File: src/rtl/fwd_scoreboard_if.sv
// Bundle of ID, completion, EX-operand and forwarding-source signals for the
// forwarding/hazard unit. The pipeline side uses the master view and the
// scoreboard uses the slave view.
interface fwd_scoreboard_if #(
    parameter int XLEN   = 32,
    parameter int REG_AW = 5,
    parameter int NFWD   = 3
);
    // ID / issue side
    logic                   id_valid;
    logic [REG_AW-1:0]      id_rs1;
    logic [REG_AW-1:0]      id_rs2;
    logic                   id_rs1_used;
    logic                   id_rs2_used;
    logic [REG_AW-1:0]      id_rd;
    logic                   id_long_lat;
    logic                   id_fire;
    logic                   flush;
    // long-latency completion
    logic                   cmp_valid;
    logic [REG_AW-1:0]      cmp_rd;
    // EX operand side
    logic [REG_AW-1:0]      ex_rs1;
    logic [REG_AW-1:0]      ex_rs2;
    logic [XLEN-1:0]        ex_rf1;
    logic [XLEN-1:0]        ex_rf2;
    // in-flight forwarding sources, index 0 youngest
    logic [NFWD-1:0]        fwd_valid;
    logic [NFWD*REG_AW-1:0] fwd_rd;
    logic [NFWD*XLEN-1:0]   fwd_data;
    // results
    logic [XLEN-1:0]        ex_op1;
    logic [XLEN-1:0]        ex_op2;
    logic [1:0]             ex_fwd_hit;
    logic                   id_stall;
    logic                   sb_busy;
    logic                   sb_err;

    modport master (
        output id_valid, id_rs1, id_rs2, id_rs1_used, id_rs2_used, id_rd,
               id_long_lat, id_fire, flush, cmp_valid, cmp_rd,
               ex_rs1, ex_rs2, ex_rf1, ex_rf2, fwd_valid, fwd_rd, fwd_data,
        input  ex_op1, ex_op2, ex_fwd_hit, id_stall, sb_busy, sb_err
    );

    modport slave (
        input  id_valid, id_rs1, id_rs2, id_rs1_used, id_rs2_used, id_rd,
               id_long_lat, id_fire, flush, cmp_valid, cmp_rd,
               ex_rs1, ex_rs2, ex_rf1, ex_rf2, fwd_valid, fwd_rd, fwd_data,
        output ex_op1, ex_op2, ex_fwd_hit, id_stall, sb_busy, sb_err
    );
endinterface

File: src/rtl/fwd_scoreboard.sv
// Forwarding and hazard unit: picks EX operands from the youngest matching
// in-flight result, and tracks pending writes from variable-latency producers
// in a per-register counter scoreboard that drives the ID stall.
module fwd_scoreboard #(
    parameter int XLEN   = 32,
    parameter int REG_AW = 5,
    parameter int NFWD   = 3,
    parameter int CNT_W  = 2
) (
    input logic             clk,
    input logic             rst,
    fwd_scoreboard_if.slave bus
);
    localparam int NREG = 1 << REG_AW;
    localparam logic [CNT_W-1:0] CNT_MAX = {CNT_W{1'b1}};
    localparam logic [CNT_W-1:0] CNT_ONE = CNT_W'(1);

    // forwarding
    logic [XLEN-1:0]   op1_s;
    logic [XLEN-1:0]   op2_s;
    logic [1:0]        hit_s;
    logic              src_ok_s;
    logic              match1_s;
    logic              match2_s;
    logic [REG_AW-1:0] src_rd_s;

    // scoreboard
    logic [CNT_W-1:0]  cnt_r      [NREG];
    logic [CNT_W-1:0]  cnt_next_s [NREG];
    logic              inc_s;
    logic              dec_s;
    logic [NREG-1:0]   inc_vec_s;
    logic [NREG-1:0]   dec_vec_s;
    logic              err_evt_s;
    logic              busy_next_s;
    logic              sb_busy_r;
    logic              sb_err_r;

    // hazard detection
    logic [CNT_W-1:0]  cnt_rs1_s;
    logic [CNT_W-1:0]  cnt_rs2_s;
    logic [CNT_W-1:0]  cnt_rd_s;
    logic              pend1_s;
    logic              pend2_s;
    logic              sat_s;
    logic              stall_s;

    // Operand select: walk oldest to youngest so the youngest match overrides.
    // A destination of x0 never matches, so ex_rs==0 always reads the regfile.
    always_comb begin
        op1_s    = bus.ex_rf1;
        op2_s    = bus.ex_rf2;
        hit_s    = 2'b00;
        src_ok_s = 1'b0;
        match1_s = 1'b0;
        match2_s = 1'b0;
        src_rd_s = '0;
        for (int k = NFWD - 1; k >= 0; k--) begin
            src_rd_s = bus.fwd_rd[k*REG_AW +: REG_AW];
            src_ok_s = bus.fwd_valid[k] && (src_rd_s != '0);
            match1_s = src_ok_s && (src_rd_s == bus.ex_rs1);
            match2_s = src_ok_s && (src_rd_s == bus.ex_rs2);
            op1_s    = match1_s ? bus.fwd_data[k*XLEN +: XLEN] : op1_s;
            op2_s    = match2_s ? bus.fwd_data[k*XLEN +: XLEN] : op2_s;
            hit_s[0] = hit_s[0] | match1_s;
            hit_s[1] = hit_s[1] | match2_s;
        end
    end

    // Scoreboard update requests; x0 is never tracked.
    assign inc_s     = bus.id_fire & ~bus.flush & bus.id_long_lat & (bus.id_rd != '0);
    assign dec_s     = bus.cmp_valid & (bus.cmp_rd != '0);
    assign inc_vec_s = inc_s ? (NREG'(1) << bus.id_rd)  : '0;
    assign dec_vec_s = dec_s ? (NREG'(1) << bus.cmp_rd) : '0;

    // Next counter values; inc+dec on the same register cancel, and
    // underflow/overflow hold the counter and flag an error instead.
    always_comb begin
        err_evt_s     = 1'b0;
        busy_next_s   = 1'b0;
        cnt_next_s[0] = '0;
        for (int r = 1; r < NREG; r++) begin
            cnt_next_s[r] = cnt_r[r];
            if (inc_vec_s[r] && !dec_vec_s[r]) begin
                if (cnt_r[r] == CNT_MAX) begin
                    err_evt_s = 1'b1;
                end else begin
                    cnt_next_s[r] = cnt_r[r] + CNT_ONE;
                end
            end else if (dec_vec_s[r] && !inc_vec_s[r]) begin
                if (cnt_r[r] == '0) begin
                    err_evt_s = 1'b1;
                end else begin
                    cnt_next_s[r] = cnt_r[r] - CNT_ONE;
                end
            end else begin
                cnt_next_s[r] = cnt_r[r];
            end
            busy_next_s = busy_next_s | (cnt_next_s[r] != '0);
        end
    end

    // ID hazard: a source is pending unless its last outstanding write
    // completes this very cycle; a writer stalls when its counter is full.
    always_comb begin
        cnt_rs1_s = cnt_r[bus.id_rs1];
        cnt_rs2_s = cnt_r[bus.id_rs2];
        cnt_rd_s  = cnt_r[bus.id_rd];
        pend1_s   = (cnt_rs1_s != '0) &&
                    !(dec_vec_s[bus.id_rs1] && (cnt_rs1_s == CNT_ONE));
        pend2_s   = (cnt_rs2_s != '0) &&
                    !(dec_vec_s[bus.id_rs2] && (cnt_rs2_s == CNT_ONE));
        sat_s     = bus.id_long_lat && (bus.id_rd != '0) &&
                    (cnt_rd_s == CNT_MAX) && !dec_vec_s[bus.id_rd];
        stall_s   = bus.id_valid && ((bus.id_rs1_used && pend1_s) ||
                                     (bus.id_rs2_used && pend2_s) ||
                                     sat_s);
    end

    // Counter state, busy summary and sticky error with synchronous reset.
    always_ff @(posedge clk) begin
        if (rst) begin
            for (int r = 0; r < NREG; r++) begin
                cnt_r[r] <= '0;
            end
            sb_busy_r <= 1'b0;
            sb_err_r  <= 1'b0;
        end else begin
            for (int r = 0; r < NREG; r++) begin
                cnt_r[r] <= cnt_next_s[r];
            end
            sb_busy_r <= busy_next_s;
            sb_err_r  <= sb_err_r | err_evt_s;
        end
    end

    assign bus.ex_op1     = op1_s;
    assign bus.ex_op2     = op2_s;
    assign bus.ex_fwd_hit = hit_s;
    assign bus.id_stall   = stall_s;
    assign bus.sb_busy    = sb_busy_r;
    assign bus.sb_err     = sb_err_r;

endmodule

File: src/flat_wrapper.sv
// flat-port wrapper written by rule: the top's interface ports become plain ports
module fwd_scoreboard_flat 
#(
    parameter int XLEN   = 32,
    parameter int REG_AW = 5,
    parameter int NFWD   = 3,
    parameter int CNT_W  = 2
)
  (clk, rst, bus_id_valid, bus_id_rs1, bus_id_rs2, bus_id_rs1_used, bus_id_rs2_used, bus_id_rd, bus_id_long_lat, bus_id_fire, bus_flush, bus_cmp_valid, bus_cmp_rd, bus_ex_rs1, bus_ex_rs2, bus_ex_rf1, bus_ex_rf2, bus_fwd_valid, bus_fwd_rd, bus_fwd_data, bus_ex_op1, bus_ex_op2, bus_ex_fwd_hit, bus_id_stall, bus_sb_busy, bus_sb_err);
  fwd_scoreboard_if #(.XLEN(XLEN), .REG_AW(REG_AW), .NFWD(NFWD)) bus_i ();
  input logic clk;
  input logic rst;
  input wire logic [$bits(bus_i.id_valid)-1:0] bus_id_valid;
  input wire logic [$bits(bus_i.id_rs1)-1:0] bus_id_rs1;
  input wire logic [$bits(bus_i.id_rs2)-1:0] bus_id_rs2;
  input wire logic [$bits(bus_i.id_rs1_used)-1:0] bus_id_rs1_used;
  input wire logic [$bits(bus_i.id_rs2_used)-1:0] bus_id_rs2_used;
  input wire logic [$bits(bus_i.id_rd)-1:0] bus_id_rd;
  input wire logic [$bits(bus_i.id_long_lat)-1:0] bus_id_long_lat;
  input wire logic [$bits(bus_i.id_fire)-1:0] bus_id_fire;
  input wire logic [$bits(bus_i.flush)-1:0] bus_flush;
  input wire logic [$bits(bus_i.cmp_valid)-1:0] bus_cmp_valid;
  input wire logic [$bits(bus_i.cmp_rd)-1:0] bus_cmp_rd;
  input wire logic [$bits(bus_i.ex_rs1)-1:0] bus_ex_rs1;
  input wire logic [$bits(bus_i.ex_rs2)-1:0] bus_ex_rs2;
  input wire logic [$bits(bus_i.ex_rf1)-1:0] bus_ex_rf1;
  input wire logic [$bits(bus_i.ex_rf2)-1:0] bus_ex_rf2;
  input wire logic [$bits(bus_i.fwd_valid)-1:0] bus_fwd_valid;
  input wire logic [$bits(bus_i.fwd_rd)-1:0] bus_fwd_rd;
  input wire logic [$bits(bus_i.fwd_data)-1:0] bus_fwd_data;
  output wire logic [$bits(bus_i.ex_op1)-1:0] bus_ex_op1;
  output wire logic [$bits(bus_i.ex_op2)-1:0] bus_ex_op2;
  output wire logic [$bits(bus_i.ex_fwd_hit)-1:0] bus_ex_fwd_hit;
  output wire logic [$bits(bus_i.id_stall)-1:0] bus_id_stall;
  output wire logic [$bits(bus_i.sb_busy)-1:0] bus_sb_busy;
  output wire logic [$bits(bus_i.sb_err)-1:0] bus_sb_err;
  assign bus_i.id_valid = bus_id_valid;
  assign bus_i.id_rs1 = bus_id_rs1;
  assign bus_i.id_rs2 = bus_id_rs2;
  assign bus_i.id_rs1_used = bus_id_rs1_used;
  assign bus_i.id_rs2_used = bus_id_rs2_used;
  assign bus_i.id_rd = bus_id_rd;
  assign bus_i.id_long_lat = bus_id_long_lat;
  assign bus_i.id_fire = bus_id_fire;
  assign bus_i.flush = bus_flush;
  assign bus_i.cmp_valid = bus_cmp_valid;
  assign bus_i.cmp_rd = bus_cmp_rd;
  assign bus_i.ex_rs1 = bus_ex_rs1;
  assign bus_i.ex_rs2 = bus_ex_rs2;
  assign bus_i.ex_rf1 = bus_ex_rf1;
  assign bus_i.ex_rf2 = bus_ex_rf2;
  assign bus_i.fwd_valid = bus_fwd_valid;
  assign bus_i.fwd_rd = bus_fwd_rd;
  assign bus_i.fwd_data = bus_fwd_data;
  assign bus_ex_op1 = bus_i.ex_op1;
  assign bus_ex_op2 = bus_i.ex_op2;
  assign bus_ex_fwd_hit = bus_i.ex_fwd_hit;
  assign bus_id_stall = bus_i.id_stall;
  assign bus_sb_busy = bus_i.sb_busy;
  assign bus_sb_err = bus_i.sb_err;
  fwd_scoreboard #(.XLEN(XLEN), .REG_AW(REG_AW), .NFWD(NFWD), .CNT_W(CNT_W)) u_core (.clk(clk), .rst(rst), .bus(bus_i));
endmodule
File: config.mk
export PLATFORM = sky130hd
export DESIGN_NAME = fwd_scoreboard_flat
export DESIGN_NICKNAME = d
export VERILOG_FILES = /design/src/rtl/fwd_scoreboard_if.sv /design/src/rtl/fwd_scoreboard.sv /design/src/flat_wrapper.sv
export SDC_FILE = /design/constraint.sdc
export NUM_CORES = 1
export LEC_CHECK = 0
export ABC_AREA = 1
export BUFFER_PORTS_ARGS = -buffer_cell sky130_fd_sc_hd__buf_2
export CAP_MARGIN = 20
export CORE_MARGIN = 2
export CORE_UTILIZATION = 55
export CTS_BUF_LIST = sky130_fd_sc_hd__clkbuf_2 sky130_fd_sc_hd__clkbuf_4 sky130_fd_sc_hd__clkbuf_8
export CTS_CLUSTER_SIZE = 8
export DETAILED_ROUTE_END_ITERATION = 16
export PLACE_DENSITY = 0.81
export SLEW_MARGIN = 0
export SYNTH_ARGS = -nofsm -noshare
export SYNTH_HDL_FRONTEND = slang
export SYNTH_SLANG_ARGS = --single-unit
File: constraint.sdc
create_clock -name clk -period 2.7 [get_ports clk]
set_input_delay 0.54 -clock clk [delete_from_list [all_inputs] [get_ports clk]]
set_output_delay 0.54 -clock clk [all_outputs]
set_load 0.01 [all_outputs]
==> impl_metrics.yaml, run 1 <==
status:
  outcome: "aborted with a tool error"
  lastStage: "5_1_grt"
  stop_error: "[ERROR GRT-0116] Global routing finished with congestion. Check the congestion regions in the DRC Viewer."
logic_synthesis:
  synthMuxAreaShare: 0
  synth_seq_cells: 64
  synth-adder-area-share: 0
  dominantRegCellSynth: "dfxtp_1"
  synth-simple-area-share: 0.445
  syn-num-nets: 2035
  ys_warn_count: 0
  synthArstFlopShare: 0
  syn_area_um2: 9380
  synthDistinctLibCells: 43
  seq_area_frac_synth: 0.137
  syn_inst: 1818
  synth-edff-count: 0
  synth_top_family_by_area: "simple AND/OR/NAND/NOR gates"
  synth_xor_area_frac: 0.0280
  synth_compound_area_frac: 0.276
  synth_area_per_cell_um2: 5.16
clock_tree:
  clk_root_buffer_cell: "clkbuf_8"
  htreeDepth: 3
  cts_inserted_buffers: 9
  hold_buffers: 0
  clockBufferDepth: 2
  cts.sinks: 64
grt:
  grt_first_pass_wirelength_um: 110000
  grt_max_degree: 36
  grt_pass1_vias: 18900
  overflow: 84
  grt_usage: 0.790
placement:
  io_buffers: 285
  hpwl_um: 42600
  place_congestion: 1.53
floorplanning:
  io_pins: 286
  die_width_um: 135
  row_count: 47
  start_util: 0.564
  die_y_um: 135
Yosys cell counts (3+ instances only):
| cell | instances | area share |
|---|---|---|
| inv_1 | 172 | 0.069 |
| xnor2_1 | 10 | 0.0093 |
| o221ai_1 | 3 | 0.0028 |
| a22oi_1 | 4 | 0.0032 |
| nand3_1 | 230 | 0.12 |
| o211ai_1 | 23 | 0.018 |
| buf_6 | 3 | 0.0036 |
| o21ai_1 | 9 | 0.0048 |
| nor2_4 | 3 | 0.0036 |
| o2111ai_1 | 3 | 0.0028 |
| nor4_1 | 6 | 0.0040 |
| o22ai_1 | 29 | 0.019 |
| xor2_1 | 20 | 0.019 |
| nor2_1 | 194 | 0.078 |
| nand2_1 | 460 | 0.18 |
| nand3_2 | 3 | 0.0032 |
| o21ai_0 | 164 | 0.088 |
| dfxtp_1 | 64 | 0.14 |
| nor2_2 | 10 | 0.0067 |
| or2_2 | 4 | 0.0027 |
| nand3b_1 | 5 | 0.0040 |
| clkinv_1 | 3 | 0.0012 |
| buf_2 | 18 | 0.0096 |
| nor3_1 | 6 | 0.0032 |
| clkbuf_1 | 63 | 0.025 |
| inv_2 | 3 | 0.0012 |
| buf_1 | 7 | 0.0028 |
| a21oi_1 | 244 | 0.13 |
| nand4_1 | 37 | 0.025 |
per-stage QoR:
stage	cells	setup slack [ns]	instance area (µm²)	setup TNS, ns
after floorplan	1818	0.121	9380	0
after global placement	2493	-0.286	12900	-6.35
after detailed placement	2493	-0.354	12900	-9.03
after CTS	2534	-0.0431	14100	-0.474
what timing repair did:
action	in CTS
gates cloned	5
pin swaps	43
setup buffers	21
endpoints found under the setup margin	65
resized for setup	178
layer usage:
metal / global-route usage / overflow
met3: 0.658 / 2
met2: 0.930 / 42
met1: 0.783 / 3
met4: 0.779 / 36
met5: 0.522 / 1
cell families after synthesis:
family / Yosys count
buf+inv: 272
flops: 64
compound gates: 486
simple gates: 966
xor+xnor: 30
==> run 2: changes to the inputs <==
--- a/config.mk
+++ b/config.mk
@@ -9,11 +9,9 @@
 export BUFFER_PORTS_ARGS = -buffer_cell sky130_fd_sc_hd__buf_2
 export CAP_MARGIN = 20
 export CORE_MARGIN = 2
-export CORE_UTILIZATION = 55
-export CTS_BUF_LIST = sky130_fd_sc_hd__clkbuf_2 sky130_fd_sc_hd__clkbuf_4 sky130_fd_sc_hd__clkbuf_8
-export CTS_CLUSTER_SIZE = 8
+export CORE_UTILIZATION = 40
 export DETAILED_ROUTE_END_ITERATION = 16
-export PLACE_DENSITY = 0.81
+export PLACE_DENSITY_LB_ADDON = 0.15
 export SLEW_MARGIN = 0
 export SYNTH_ARGS = -nofsm -noshare
 export SYNTH_HDL_FRONTEND = slang
==> impl_metrics.yaml, run 2 <==
sta:
  post-route-min-period_ns: 2.89
  slew_viol_final: 0
  max_slew_margin: 0.654
  clock_skew_ns: 0.0152
  fin_ws_ns: -0.192
  setup_viol: 65
  max_freq_ghz: 0.346
  rsz0062_at_grt: "true"
  tightestPinTransition_ns: 0.518
  fin_crit_sh: 1.07
  hold_viol: 0
placement:
  io_buffers: 285
  place_congestion: 1.14
  dpl-instance-area_um2: 13500
  hpwl_um: 48200
  post-place-ws_ns: -0.371
logic_synthesis:
  synth_top_family_by_area: "simple AND/OR/NAND/NOR gates"
  synth_area_per_cell_um2: 5.16
  ys_warn_count: 0
  dominantRegCellSynth: "dfxtp_1"
  synthArstFlopShare: 0
  synthDominantCellAreaShare: 0.184
  yosys-top-cells-area: "nand2_1 (18%), dfxtp_1 (14%), a21oi_1 (13%)"
  synth_top_area_cell: "nand2_1"
  synth_compound_area_frac: 0.276
  seq_area_frac_synth: 0.137
  syn_inst: 1818
  yosys-top-cells-count: "nand2_1 (460), a21oi_1 (244), nand3_1 (230)"
  synth_seq_cells: 64
  synth_xor_area_frac: 0.0280
  synthDistinctLibCells: 43
  synthMuxAreaShare: 0
  syn-num-nets: 2035
  yosysMostFrequentCell: "nand2_1"
  synth-edff-count: 0
  syn_area_um2: 9380
  synth-adder-area-share: 0
  synth-simple-area-share: 0.445
status:
  outcome: "finished, violations left"
  violations: "negative setup slack"
finish:
  nets: 2587
  mostFrequentLayoutCell: "nand2_1"
  multi_input_area_um2: 8240
  largest_register: "u_core.cnt_r"
  final_cell_mix: "nand2_1 (431), buf_4 (290), buf_2 (273)"
  area_growth_pct: 66.7
  largest_reg_flops: 62
  fill_cells: 2217
  drive_above_1_share: 0.390
  stdcell_area_um2: 15600
  seq_area_um2: 1280
setup_path:
  crit_slowest_cell: "o41ai_4"
  path_class: "in -> out"
  startpoint_type: "input pin"
  crit_fanout: 7
  path_cells: "buf_6 -> or2_4 -> o41ai_4 -> nor4_4 -> nand3_2 -> buf_6 -> buf_12 -> buf_8 -> o21ai_2 -> a21oi_1 -> buf_2"
  setup.worst_path.end_class: "primary output"
  critPathMaxStageDelay_ns: 0.37
  cp.required_ns: 2.16
  critPathArrivalTime_ns: 2.35
  path_common_cell: "buf_6"
grt:
  grt_pass1_vias: 14600
  grt_max_degree: 65
  grt_first_pass_wirelength_um: 88400
  overflow: 0
  antenna_found_initial: 16
  grt_usage: 0.483
floorplanning:
  die_y_um: 157
  start_util: 0.403
  die_width_um: 157
  die_area_um2: 24700
  row_count: 56
  core_area_um2: 23300
  io_pins: 286
power_and_ir_drop:
  ir_worst_vdd_mv: 0.279
  pwr-share-clk: 0.320
  p_comb_frac: 0.422
  sw_frac_of_total: 0.408
  power.leakage_nw: 7.48
  p_int_mw: 2.20
  seq_power_share: 0.258
  switching_power_mw: 1.52
  power.density_nw_per_um2: 238
clock_tree:
  cts_inserted_buffers: 9
  path_clk_slew_ns: 0.06
  cts_tree: "yes"
  clk_root_buffer_cell: "clkbuf_16"
  cts.sinks: 64
  clockBufferDepth: 2
  clk_latency_ns: 0.36
  htreeDepth: 3
routing:
  wl_per_cell_um: 23.7
  drt-total-wl_um: 64100
  vias: 16600
  viasPerCell: 6.12
  firstDrtPassIters: 12
  drc: 0
  antenna_left: 0
  first_iter_violations: 2534
worst_hold_path:
  hold_path_class: "reg -> reg"
flow_run:
  drv_cap: 0
==> run 2: cell counts after synthesis <==
No cell type changed its count.
==> run 2: cell type report <==
type                    count  area share
flip-flops and latches     64      0.0821
clock buffers              10      0.0146
repair buffers            634       0.303
multi-input cells        1482       0.527
well taps                 319      0.0255
diodes                     14     0.00224
clock inverters             5     0.00224
inverters                 179      0.0439
==> run 2: worst paths after layout <==
kind,cells past startpoint,slack [ns],endpoint,startpoint
setup / recovery,11,-0.19,bus_ex_op1[16],bus_fwd_rd[0]
hold / removal,2,0.59,u_core.cnt_r[1][1]$_SDFF_PP0_,u_core.cnt_r[1][1]$_SDFF_PP0_
setup reg to reg,13,0.59,u_core.bus.sb_busy$_SDFF_PP0_,u_core.cnt_r[4][0]$_SDFF_PP0_
hold reg to reg,2,0.59,u_core.cnt_r[1][1]$_SDFF_PP0_,u_core.cnt_r[1][1]$_SDFF_PP0_
==> run 2: power by group through the flow <==
stage          registers [mW]  clock network (mW)  logic (mW)
5_1_grt                 0.957                1.20        1.62
4_1_cts                 0.956                1.18        1.35
3_3_place_gp            0.978                   0        1.27
2_1_floorplan           0.975                   0       0.548
6_report                0.957                1.19        1.57
3_5_place_dp            0.978                   0        1.27
==> run 2: cell families (layout without fill, tap and decap cells) <==
logic type | after synthesis | after routing
XOR/XNOR | 30 | 30
AO/OA/AOI/OAI | 486 | 486
buffers and inverters | 272 | 828
other | 0 | 14
AND/OR/NAND/NOR | 966 | 966
flip-flops | 64 | 64
==> run 2: worst max-delay path, delay by kind of cell <==
family          cells  cell delay [ns]
buf+inv             5             0.74
simple gates        3             0.48
compound gates      3             0.60
==> run 2: layer usage <==
layer  global-route usage  vias to the layer above  part of all wire
met5                    0                        -            0.0011
met4                0.365                       10              0.10
met3                0.149                      466              0.12
met2                0.752                     1387              0.43
met1                0.556                     7440              0.35
li1                     -                     7271                 -
==> run 2: repair_timing <==
action | CTS | global route
hold buffers | 0 | 0
pin swaps | 14 | 23
resized for setup | 198 | 234
endpoints found under the setup margin | 67 | 67
buffers inserted | 4 | 11
gates cloned | 6 | 6
==> run 2: per-stage QoR <==
step	total power [mW]	setup TNS, ns	util	hold slack (ns)	instances
after floorplan	1.52	0	-	0.509	1818
after global placement	2.24	-14.41	0.581	0.545	2654
after detailed placement	2.24	-15.14	0.581	0.564	2654
after CTS	3.49	-5.58	0.625	0.574	2679
after global routing	3.78	-8.78	0.672	0.602	2707
final	3.71	-5.34	0.672	0.586	2707
No activity file was read; power rests on OpenSTA's default activity.
==> run 3: changes to the inputs <==
--- a/config.mk
+++ b/config.mk
@@ -8,8 +8,9 @@
 export ABC_AREA = 1
 export BUFFER_PORTS_ARGS = -buffer_cell sky130_fd_sc_hd__buf_2
 export CAP_MARGIN = 20
+export CORE_ASPECT_RATIO = 2
 export CORE_MARGIN = 2
-export CORE_UTILIZATION = 40
+export CORE_UTILIZATION = 54
 export DETAILED_ROUTE_END_ITERATION = 16
 export PLACE_DENSITY_LB_ADDON = 0.15
 export SLEW_MARGIN = 0
==> impl_metrics.yaml, run 3 <==
status:
  outcome: "aborted with a tool error"
  lastStage: "5_1_grt"
  stop_error: "[ERROR GRT-0232] Routing congestion too high. Check the congestion heatmap in the GUI."
placement:
  hpwl_um: 42900
  place_congestion: 1.24
  post-place-ws_ns: -0.252
  dpl-instance-area_um2: 13000
  io_buffers: 285
floorplanning:
  die_y_um: 190
  start_util: 0.549
  io_pins: 286
  die_width_um: 97.2
  row_count: 68
grt:
  grt_usage: 0.931
  overflow: 886
  grt_max_degree: 41
logic_synthesis:
  yosys-top-cells-area: "nand2_1 (18%), dfxtp_1 (14%), a21oi_1 (13%)"
  synthDistinctLibCells: 43
  syn-num-nets: 2035
  ys_warn_count: 0
  yosys-top-cells-count: "nand2_1 (460), a21oi_1 (244), nand3_1 (230)"
  seq_area_frac_synth: 0.137
  syn_inst: 1818
  yosysMostFrequentCell: "nand2_1"
  synth_seq_cells: 64
  synthArstFlopShare: 0
  synth_area_per_cell_um2: 5.16
  synthDominantCellAreaShare: 0.184
  dominantRegCellSynth: "dfxtp_1"
  synth-edff-count: 0
  syn_area_um2: 9380
  synth_top_area_cell: "nand2_1"
sta:
  grt-worst-endpoint: "bus_ex_op2[9]"
  endpoint_type: "output port"
clock_tree:
  clk_root_buffer_cell: "clkbuf_16"
  htreeDepth: 3
  cts_inserted_buffers: 9
  clockBufferDepth: 2
  cts.sinks: 64
[run 3: metrics by stage]
stage / setup TNS, ns / hold WS [ns] / cells
2_1_floorplan: 0 / 0.509 / 1818
3_3_place_gp: -4.00 / 0.552 / 2495
3_5_place_dp: -6.01 / 0.555 / 2495
4_1_cts: -0.0969 / 0.563 / 2530
[run 3: layer usage]
layer,overflow,track usage
met1,7,0.856
met2,620,1.15
met3,15,0.739
met4,242,1.06
met5,2,0.349
[run 3: kinds of logic after synthesis]
logic type,synth area share
AND/OR/NAND/NOR,0.445
buffers and inverters,0.115
AO/OA/AOI/OAI,0.276
XOR/XNOR,0.0280
flip-flops,0.137
[run 3: repair_timing]
| action | in CTS |
|---|---|
| setup endpoints to repair | 62 |
| setup buffers | 14 |
| resized for setup | 96 |
| hold buffers | 0 |
| gates cloned | 6 |
| pin swaps | 19 |
